`config.mk`:
```
export PLATFORM = sky130hd
export DESIGN_NAME = run_len_detector
export DESIGN_NICKNAME = d
export VERILOG_FILES = /design/src/rtl/seq_det_pkg.sv /design/src/rtl/sat_counter.sv /design/src/rtl/run_len_detector.sv
export SDC_FILE = /design/constraint.sdc
export NUM_CORES = 1
export LEC_CHECK = 0
export CAP_MARGIN = 20
export CELL_PAD_IN_SITES_DETAIL_PLACEMENT = 1
export CELL_PAD_IN_SITES_GLOBAL_PLACEMENT = 1
export CORE_ASPECT_RATIO = 1.4
export CORE_UTILIZATION = 33
export DETAILED_ROUTE_END_ITERATION = 16
export PLACE_DENSITY_LB_ADDON = 0.1
export SLEW_MARGIN = 20
export SYNTH_ARGS = -nofsm -noshare
export SYNTH_HDL_FRONTEND = slang
export SYNTH_HIERARCHICAL = 1
export SYNTH_SLANG_ARGS = --single-unit
```
`constraint.sdc`:
```
create_clock -name clk -period 2.4 [get_ports clk]
set_input_delay 0.6 -clock clk [delete_from_list [all_inputs] [get_ports clk]]
set_output_delay 0.6 -clock clk [all_outputs]
set_load 0.02 [all_outputs]
```
`src/rtl/seq_det_pkg.sv`:
```
// seq_det_pkg
//   Shared encodings for the run-length detector: FSM state names, the
//   detection-mode field, and a helper that decides whether a completed run
//   of value x is reportable under a given mode.
package seq_det_pkg;

  typedef enum logic [1:0] {
    ST_IDLE = 2'b00,
    ST_RUN0 = 2'b01,
    ST_RUN1 = 2'b10
  } state_e;

  typedef enum logic [1:0] {
    MODE_ONES   = 2'b00,
    MODE_ZEROS  = 2'b01,
    MODE_EITHER = 2'b10,
    MODE_OFF    = 2'b11
  } mode_e;

  function automatic logic mode_match(input mode_e mode, input logic x);
    logic m;
    case (mode)
      MODE_ONES:   m = x;
      MODE_ZEROS:  m = ~x;
      MODE_EITHER: m = 1'b1;
      default:     m = 1'b0;
    endcase
    return m;
  endfunction

endpackage

```
`src/rtl/sat_counter.sv`:
```
// sat_counter
//   Saturating up-counter with synchronous clear.
//   Ports:
//     clk  - rising-edge clock
//     rst  - synchronous active-high reset (highest priority)
//     clr  - synchronous clear, wins over inc
//     inc  - count one event this cycle
//     cnt  - current count, holds at all-ones
module sat_counter #(
  parameter int CNT_W = 8
) (
  input  logic             clk,
  input  logic             rst,
  input  logic             clr,
  input  logic             inc,
  output logic [CNT_W-1:0] cnt
);

  logic [CNT_W-1:0] cnt_q;
  logic [CNT_W-1:0] cnt_d;

  always_comb begin
    cnt_d = cnt_q;
    if (clr) begin
      cnt_d = '0;
    end else if (inc && (cnt_q != {CNT_W{1'b1}})) begin
      cnt_d = cnt_q + {{(CNT_W-1){1'b0}}, 1'b1};
    end
  end

  always_ff @(posedge clk) begin
    if (rst) begin
      cnt_q <= '0;
    end else begin
      cnt_q <= cnt_d;
    end
  end

  assign cnt = cnt_q;

endmodule

```
`src/rtl/run_len_detector.sv`:
```
// run_len_detector
//   Detects runs of RUN_LEN identical accepted bits on a serial stream and
//   reports them with a Mealy pulse; counts pulses in a saturating counter.
//   Ports:
//     clk, rst  - clock and synchronous active-high reset
//     x         - serial data bit, accepted when in_valid = 1
//     mode      - 00 ones, 01 zeros, 10 either, 11 disabled
//     overlap   - 1 keeps the run alive after a detection, 0 restarts it
//     clr_cnt   - synchronous clear of det_cnt
//     y, y_val  - detect pulse and the value of the detected run
//     run_cnt   - registered run length
//     det_cnt   - saturating count of y pulses
//
//   state   | meaning
//   --------+-------------------------------
//   ST_IDLE | no history, next bit starts a run
//   ST_RUN0 | last accepted bit was 0
//   ST_RUN1 | last accepted bit was 1
module run_len_detector
  import seq_det_pkg::*;
#(
  parameter int RUN_LEN = 3,
  parameter int CNT_W   = 8,
  localparam int RC_W   = $clog2(RUN_LEN + 1)
) (
  input  logic             clk,
  input  logic             rst,
  input  logic             x,
  input  logic             in_valid,
  input  logic [1:0]       mode,
  input  logic             overlap,
  input  logic             clr_cnt,
  output logic             y,
  output logic             y_val,
  output logic [RC_W-1:0]  run_cnt,
  output logic [CNT_W-1:0] det_cnt
);

  localparam logic [RC_W-1:0] RUN_LEN_C = RC_W'(RUN_LEN);
  localparam logic [RC_W-1:0] ONE_C     = RC_W'(1);

  state_e          state_q, state_d;
  logic [RC_W-1:0] run_cnt_q, run_cnt_d;
  logic [RC_W-1:0] next_len;
  logic            same_bit;
  logic            hit;

  always_comb begin
    same_bit = ((state_q == ST_RUN1) && x) || ((state_q == ST_RUN0) && !x);
    next_len = same_bit ? (run_cnt_q + ONE_C) : ONE_C;
    hit      = (next_len == RUN_LEN_C);
    y        = !rst && in_valid && hit && mode_match(mode_e'(mode), x);

    state_d   = state_q;
    run_cnt_d = run_cnt_q;
    if (in_valid) begin
      if (y && !overlap) begin
        state_d   = ST_IDLE;
        run_cnt_d = '0;
      end else begin
        state_d   = x ? ST_RUN1 : ST_RUN0;
        // A full run parks one short of RUN_LEN so every further identical
        // bit completes the run again, whether or not it was reported.
        run_cnt_d = hit ? (RUN_LEN_C - ONE_C) : next_len;
      end
    end
  end

  always_ff @(posedge clk) begin
    if (rst) begin
      state_q   <= ST_IDLE;
      run_cnt_q <= '0;
    end else begin
      state_q   <= state_d;
      run_cnt_q <= run_cnt_d;
    end
  end

  assign y_val   = x;
  assign run_cnt = run_cnt_q;

  sat_counter #(
    .CNT_W(CNT_W)
  ) u_det_cnt (
    .clk (clk),
    .rst (rst),
    .clr (clr_cnt),
    .inc (y),
    .cnt (det_cnt)
  );

endmodule

```
; Word level (Yosys, flattened, before mapping)
; Cells that the tools add are included.
; Widths: inputs -> output; s select.
[op_classes]
n_reduce_logical = 13
bitwise = 1
n_mux = 6
n_eq_ne = 6
n_addsub = 2
[op_table]
columns = op, count
row1 = $mux 2, 5
row2 = $add 8x1->8 const B, 1
row3 = $ne 8x8->1 const B, 1
row4 = $logic_and 1x1->1, 7
row5 = $eq 2x2->1 const B, 3
row6 = $eq 2x1->1 const B, 2
row7 = $logic_not 1->1, 3
row8 = $pmux 1 s3, 1
row9 = $add 2x1->2 const B, 1
row10 = $logic_not 2->1, 1
row11 = $reduce_or 2->1, 1
row12 = $logic_or 1x1->1, 1
row13 = $not 1->1, 1
[word_totals]
word_cells = 31
ff_bits = 12
input_bits = 8

; Longest topological paths before layout
; Gate-level depths: netlist of run 1.
[logic_depth]
word_depth = 9
ltp_mapped = 6

; By module
; Netlist of run 1, hierarchy kept.
[modules_own_cells]
columns = mod, area_each_um2, cells_each, instances
row1 = sat_counter, 435.4, 47, 1
row2 = run_len_detector, 254.0, 28, 1

; Worst setup path before layout of run 1
; OpenSTA, ideal clock, no wires.
[synth_path]
path_kind = input port to flip-flop
startpoint = input port x
endpoint = register u_det_cnt.cnt_q[5] (netlist: u_det_cnt/cnt[5])
t_required_ns = 2.300
path_stages = 6
path_buffers = 0
setup_slack_ns = -0.041
arrival_time_ns = 2.342
cell_sequence = nor2_1 > a22oi_1 > nor3_1 > and4_1 > a31oi_1 > a2111oi_4
[synth_via]
elab_chain_cells = 8
word_cells_on_any_way = 11
[synth_rtl]
columns = element, line_no
row1 = start: declaration, run_len_detector.sv:28  ; input logic x,
row2 = $logic_not 1->1, run_len_detector.sv:49  ; same_bit = ((state_q == ST_RUN1) && x) || ((state_q == ST_RUN0) && !x);
row3 = $logic_and 1x1->1, run_len_detector.sv:49
row4 = $logic_or 1x1->1, run_len_detector.sv:49
row5 = $mux 2, run_len_detector.sv:50  ; next_len = same_bit ? (run_cnt_q + ONE_C) : ONE_C;
row6 = $eq 2x2->1, run_len_detector.sv:51  ; hit = (next_len == RUN_LEN_C);
row7 = $logic_and 1x1->1, run_len_detector.sv:52  ; y = !rst && in_valid && hit && mode_match(mode_e'(mode), x);
row8 = $logic_and 1x1->1 (*), run_len_detector.sv:52
row9 = via y, run_len_detector.sv:33  ; output logic y,
row10 = $logic_and 1x1->1 (*), sat_counter.sv:26  ; end else if (inc && (cnt_q != {CNT_W{1'b1}})) begin
row11 = end signal: assignment, sat_counter.sv:35  ; cnt_q <= cnt_d;
row12 = end: declaration, sat_counter.sv:19  ; logic [CNT_W-1:0] cnt_q;
; Mark *: on every way through the listed nets, which the timed path passes. The rest lies on a longest branch.
; A chain may end at the register's enable or synchronous reset.

; Worst setup path in the final report of run 1
[layout_path]
startpoint = input port mode[1]
endpoint = output port y
[layout_via]
elab_chain_cells = 3
word_cells_on_any_way = 5
[layout_rtl]
columns = element, line_no
row1 = start: declaration, run_len_detector.sv:30  ; input logic [1:0] mode,
row2 = "$eq 2x2->1, or another cell as far along", seq_det_pkg.sv:22  ; case (mode)
row3 = $pmux 1 s3 (*), seq_det_pkg.sv:22
row4 = $logic_and 1x1->1 (*), run_len_detector.sv:52
row5 = end: declaration, run_len_detector.sv:33
; Mark *: on every way between the ends. The rest lies on a longest branch, timed or not.

==> flow_summary.rst, run 1 <==
.. list-table::
   :header-rows: 1

   * - Metric
     - Value
   * - Result of the run
     - complete, no violations
   * - Cells taking the most area after synthesis
     - sky130_fd_sc_hd__dfxtp_1, sky130_fd_sc_hd__mux2i_1, sky130_fd_sc_hd__a2111oi_4
   * - CTS Buf Count
     - 3
   * - DIE AREA
     - 0.00228 mm^2
   * - Total number of clock tree sinks
     - 12
   * - Count of vias placed by the detailed router
     - 691
   * - Layout net count
     - 113
   * - Number of nets still failing antenna checks after routing
     - 0
   * - Buffer levels on the longest clock path
     - 2
   * - I/O Pins
     - 20
   * - Fin. max-slew vios
     - 0
   * - Syn. warnings
     - 6
   * - Setup violations, final
     - 0
   * - Die span in x
     - 40.6 um
   * - Post-Place Worst Slack
     - -483 ps
   * - Global-route total usage across every layer
     - 19.7%
   * - Register-to-Register Path Depth
     - 7
   * - Number of hold violations in the final report
     - 0
   * - First-pass iteration count of the detailed router
     - 2
   * - Net count after synthesis
     - 84
   * - Power per cell area
     - 434 mW/mm^2
   * - Clock skew
     - 8.74 ps
   * - Post-layout total power
     - 0.425 mW
   * - Synthesized area per cell
     - 9.19 um^2
   * - Most frequent cells in the layout
     - sky130_fd_sc_hd__clkdlybuf4s50_1, sky130_fd_sc_hd__dfxtp_1, sky130_fd_sc_hd__buf_4, sky130_fd_sc_hd__nand2_1
   * - Number of global-route vias before repair
     - 718
   * - Global-route wire length before repair
     - 3.15 mm
   * - Number of inserted filler cells in the final layout
     - 244
   * - Critical Path AT
     - 1700 ps
   * - Antenna diode count
     - 0
   * - Synth Register Bits
     - 12
   * - Final worst-path cycle share
     - 95.7%
   * - Synthesized-area fraction occupied by adder cells
     - 1.81%
   * - Maximum fanout encountered on the critical timing path
     - 2
   * - Avg Vias per Cell
     - 5.57
   * - Slack of the worst reg-to-reg path
     - 460 ps
   * - Origin of the critical flop-to-flop path
     - state_q[1]
   * - Maximum vdd drop
     - 258 uV
   * - Aggregate routed wire length
     - 1.74 mm
   * - Netlist cell types
     - 36
   * - Cell area after synthesis
     - 689 um^2
   * - Vert. Die Dim
     - 56.1 um
   * - Sum of net half-perimeters after detailed placement
     - 1.40 mm
   * - Clock root buffer
     - sky130_fd_sc_hd__clkbuf_4
   * - Proportion of register bits with asynchronous set or reset after synthesis
     - 0%
   * - Starting density of the core
     - 34.9%
   * - Final RePlAce weighted congestion
     - 0.630
   * - Number of instances in the synthesized netlist
     - 75
   * - Remaining max-slew budget at the tightest pin
     - 66.8%
   * - Sort of element at the start of the critical path
     - primary input
   * - Port Buffer Count
     - 19
   * - Pin count of the biggest net entering global routing
     - 11
   * - Simple-gate share of the synthesized area
     - 30.1%
   * - Core area
     - 0.00197 mm^2
   * - Area share of the largest cell type after synthesis
     - 34.8%
   * - Wire per inst
     - 14.0 um
   * - Number of rows created at floorplan
     - 19
   * - Final hold slack
     - 507 ps
   * - Setup fix buffers added after clock tree synthesis
     - 0
   * - Number of buffers inserted by hold repair at cts
     - 0
   * - Total congestion overflow
     - 0
   * - RSZ-0062 raised after global routing
     - false
   * - Min-delay src
     - u_det_cnt/cnt[1]
   * - Library cell with the largest summed area after synthesis
     - sky130_fd_sc_hd__dfxtp_1
   * - CTS tree
     - done
   * - Share of the yosys chip area belonging to registers
     - 34.8%
   * - Share of synthesized area spent on multiplexers
     - 5.81%
   * - Dominant combinational cell family by area after synthesis
     - simple AND/OR/NAND/NOR gates
   * - Fraction of final layout cells sized beyond drive strength 1
     - 18.4%
   * - Startpoint-to-endpoint class of the critical path
     - in2out
   * - Reg-to-reg endpoint
     - u_det_cnt/cnt[5]
   * - Antenna violations before repair
     - 0
   * - Path type of the worst min-delay path
     - reg2reg
   * - Maximum frequency from static timing analysis
     - 435 MHz
   * - Deepest level of the CTS H-tree
     - 1
   * - Layout Area Growth over Synthesis
     - 42.1%
   * - Endpoint of the worst hold-timing path
     - u_det_cnt/cnt[1]
   * - Complex-gate fraction of the synthesized area
     - 21.8%
   * - XOR/XNOR Fraction of Synth Area
     - 2.36%
   * - Cell count of the worst hold path
     - 2
   * - Leak Pwr
     - 0.350 nW
   * - Most common library cell in the layout ignoring fill and taps
     - sky130_fd_sc_hd__clkdlybuf4s50_1
   * - CP endpoint kind
     - output port
   * - MaxCap Viol Count
     - 0
   * - DRC violation total after the first TritonRoute iteration
     - 9
   * - Latest clock arrival within the worst-skew pair
     - 270 ps
   * - Number of enable flip-flop cells after synthesis
     - 0
   * - Required @ worst endpoint
     - 1800 ps
   * - Slew at the pin closest to its max-slew limit
     - 495 ps
   * - Worst setup slack after layout
     - 103 ps
   * - Ys flop type
     - sky130_fd_sc_hd__dfxtp_1
   * - Clock transition at the registers of the reported paths
     - 90 ps
   * - Number of remaining DRC errors
     - 0
   * - Final Critical Period
     - 2300 ps
-- flip-flops by register name (all words and copies together), names as in the netlist --
name,count
u_det_cnt/cnt,8
run_cnt,2
state_q,2
-- repair_timing --
item,4_1_cts,5_1_grt
endpoints found under the setup margin,2,0
endpoints found under the hold margin,0,0
resized for setup,7,0
-- through the flow --
stage / std cells / TNS [ps] / instance area [um^2] / util [%]
after floorplan: 75 / 0 / 694 / -
after global placement: 120 / -1170 / 948 / 48.1
after detailed placement: 120 / -1420 / 948 / 48.1
after CTS: 124 / 0 / 980 / 49.7
after global routing: 124 / 0 / 980 / 49.7
final: 124 / 0 / 980 / 49.7
-- power by group --
group | switching (mW) | internal [mW]
registers | 0.00462 | 0.203
clock network | 0.0715 | 0.0921
logic | 0.0263 | 0.0279
total | 0.102 | 0.323
-- worst max-delay path, stage by stage --
cell	delay [ps]
sky130_fd_sc_hd__clkdlybuf4s50_1	500
sky130_fd_sc_hd__nor2_4	40
sky130_fd_sc_hd__xor2_2	150
sky130_fd_sc_hd__nor3_2	220
sky130_fd_sc_hd__buf_4	180
-- cell families after synthesis --
family / Yosys count
AND/OR/NAND/NOR: 34
AO/OA/AOI/OAI: 19
flip-flops: 12
buffers and inverters: 4
multiplexers: 4
XOR/XNOR: 1
adder cells (fa/ha/maj): 1
-- synth_stat cells, drive strengths merged, types with 2 or more instances --
| cell | number |
|---|---|
| nor2 | 4 |
| nand2 | 7 |
| or3 | 3 |
| nand2b | 2 |
| a21oi | 4 |
| nor3 | 2 |
| nand3 | 2 |
| o21ai | 3 |
| dfxtp | 12 |
| a31oi | 2 |
| buf | 2 |
| inv | 2 |
| a21boi | 3 |
| and4 | 2 |
| mux2i | 4 |
| and3 | 3 |
| nor2b | 2 |
| nand4 | 2 |
-- worst max-delay path by stage --
stage	to	from	cells after the start
2_1_floorplan	u_det_cnt/cnt[5]	x	6
3_3_place_gp	y	x	5
3_5_place_dp	y	x	5
4_1_cts	y	mode[1]	5
5_1_grt	u_det_cnt/cnt[5]	mode[1]	8
6_report	y	mode[1]	5
-- metal layers --
metal	vias up	wire length [um]	track usage, %
met2	13	999	35.6
met4	0	17	7.14
met5	-	0	0
met1	335	679	20.3
li1	341	-	-
met3	2	44	3.60
-- layout make-up --
type                       instances  area [um^2]  area share [%]
clock buffer                       4         36.3            3.70
timing repair buffer              26          238            24.3
tap                               21         26.3            2.68
inverter                           2         7.51           0.766
sequential                        12          240            24.5
multi-input combinational         59          432            44.1
(Power assumes the default switching activity.)
==> run 2: changes to the inputs <==
ABC_CLOCK_PERIOD_IN_PS = 2400   (was not set)
CTS_CLUSTER_SIZE = 14   (was not set)
HOLD_SLACK_MARGIN = 0.12   (was not set)
==> results of run 2 <==
No change in the layout: final DEF, timing and power equal those of run 1.
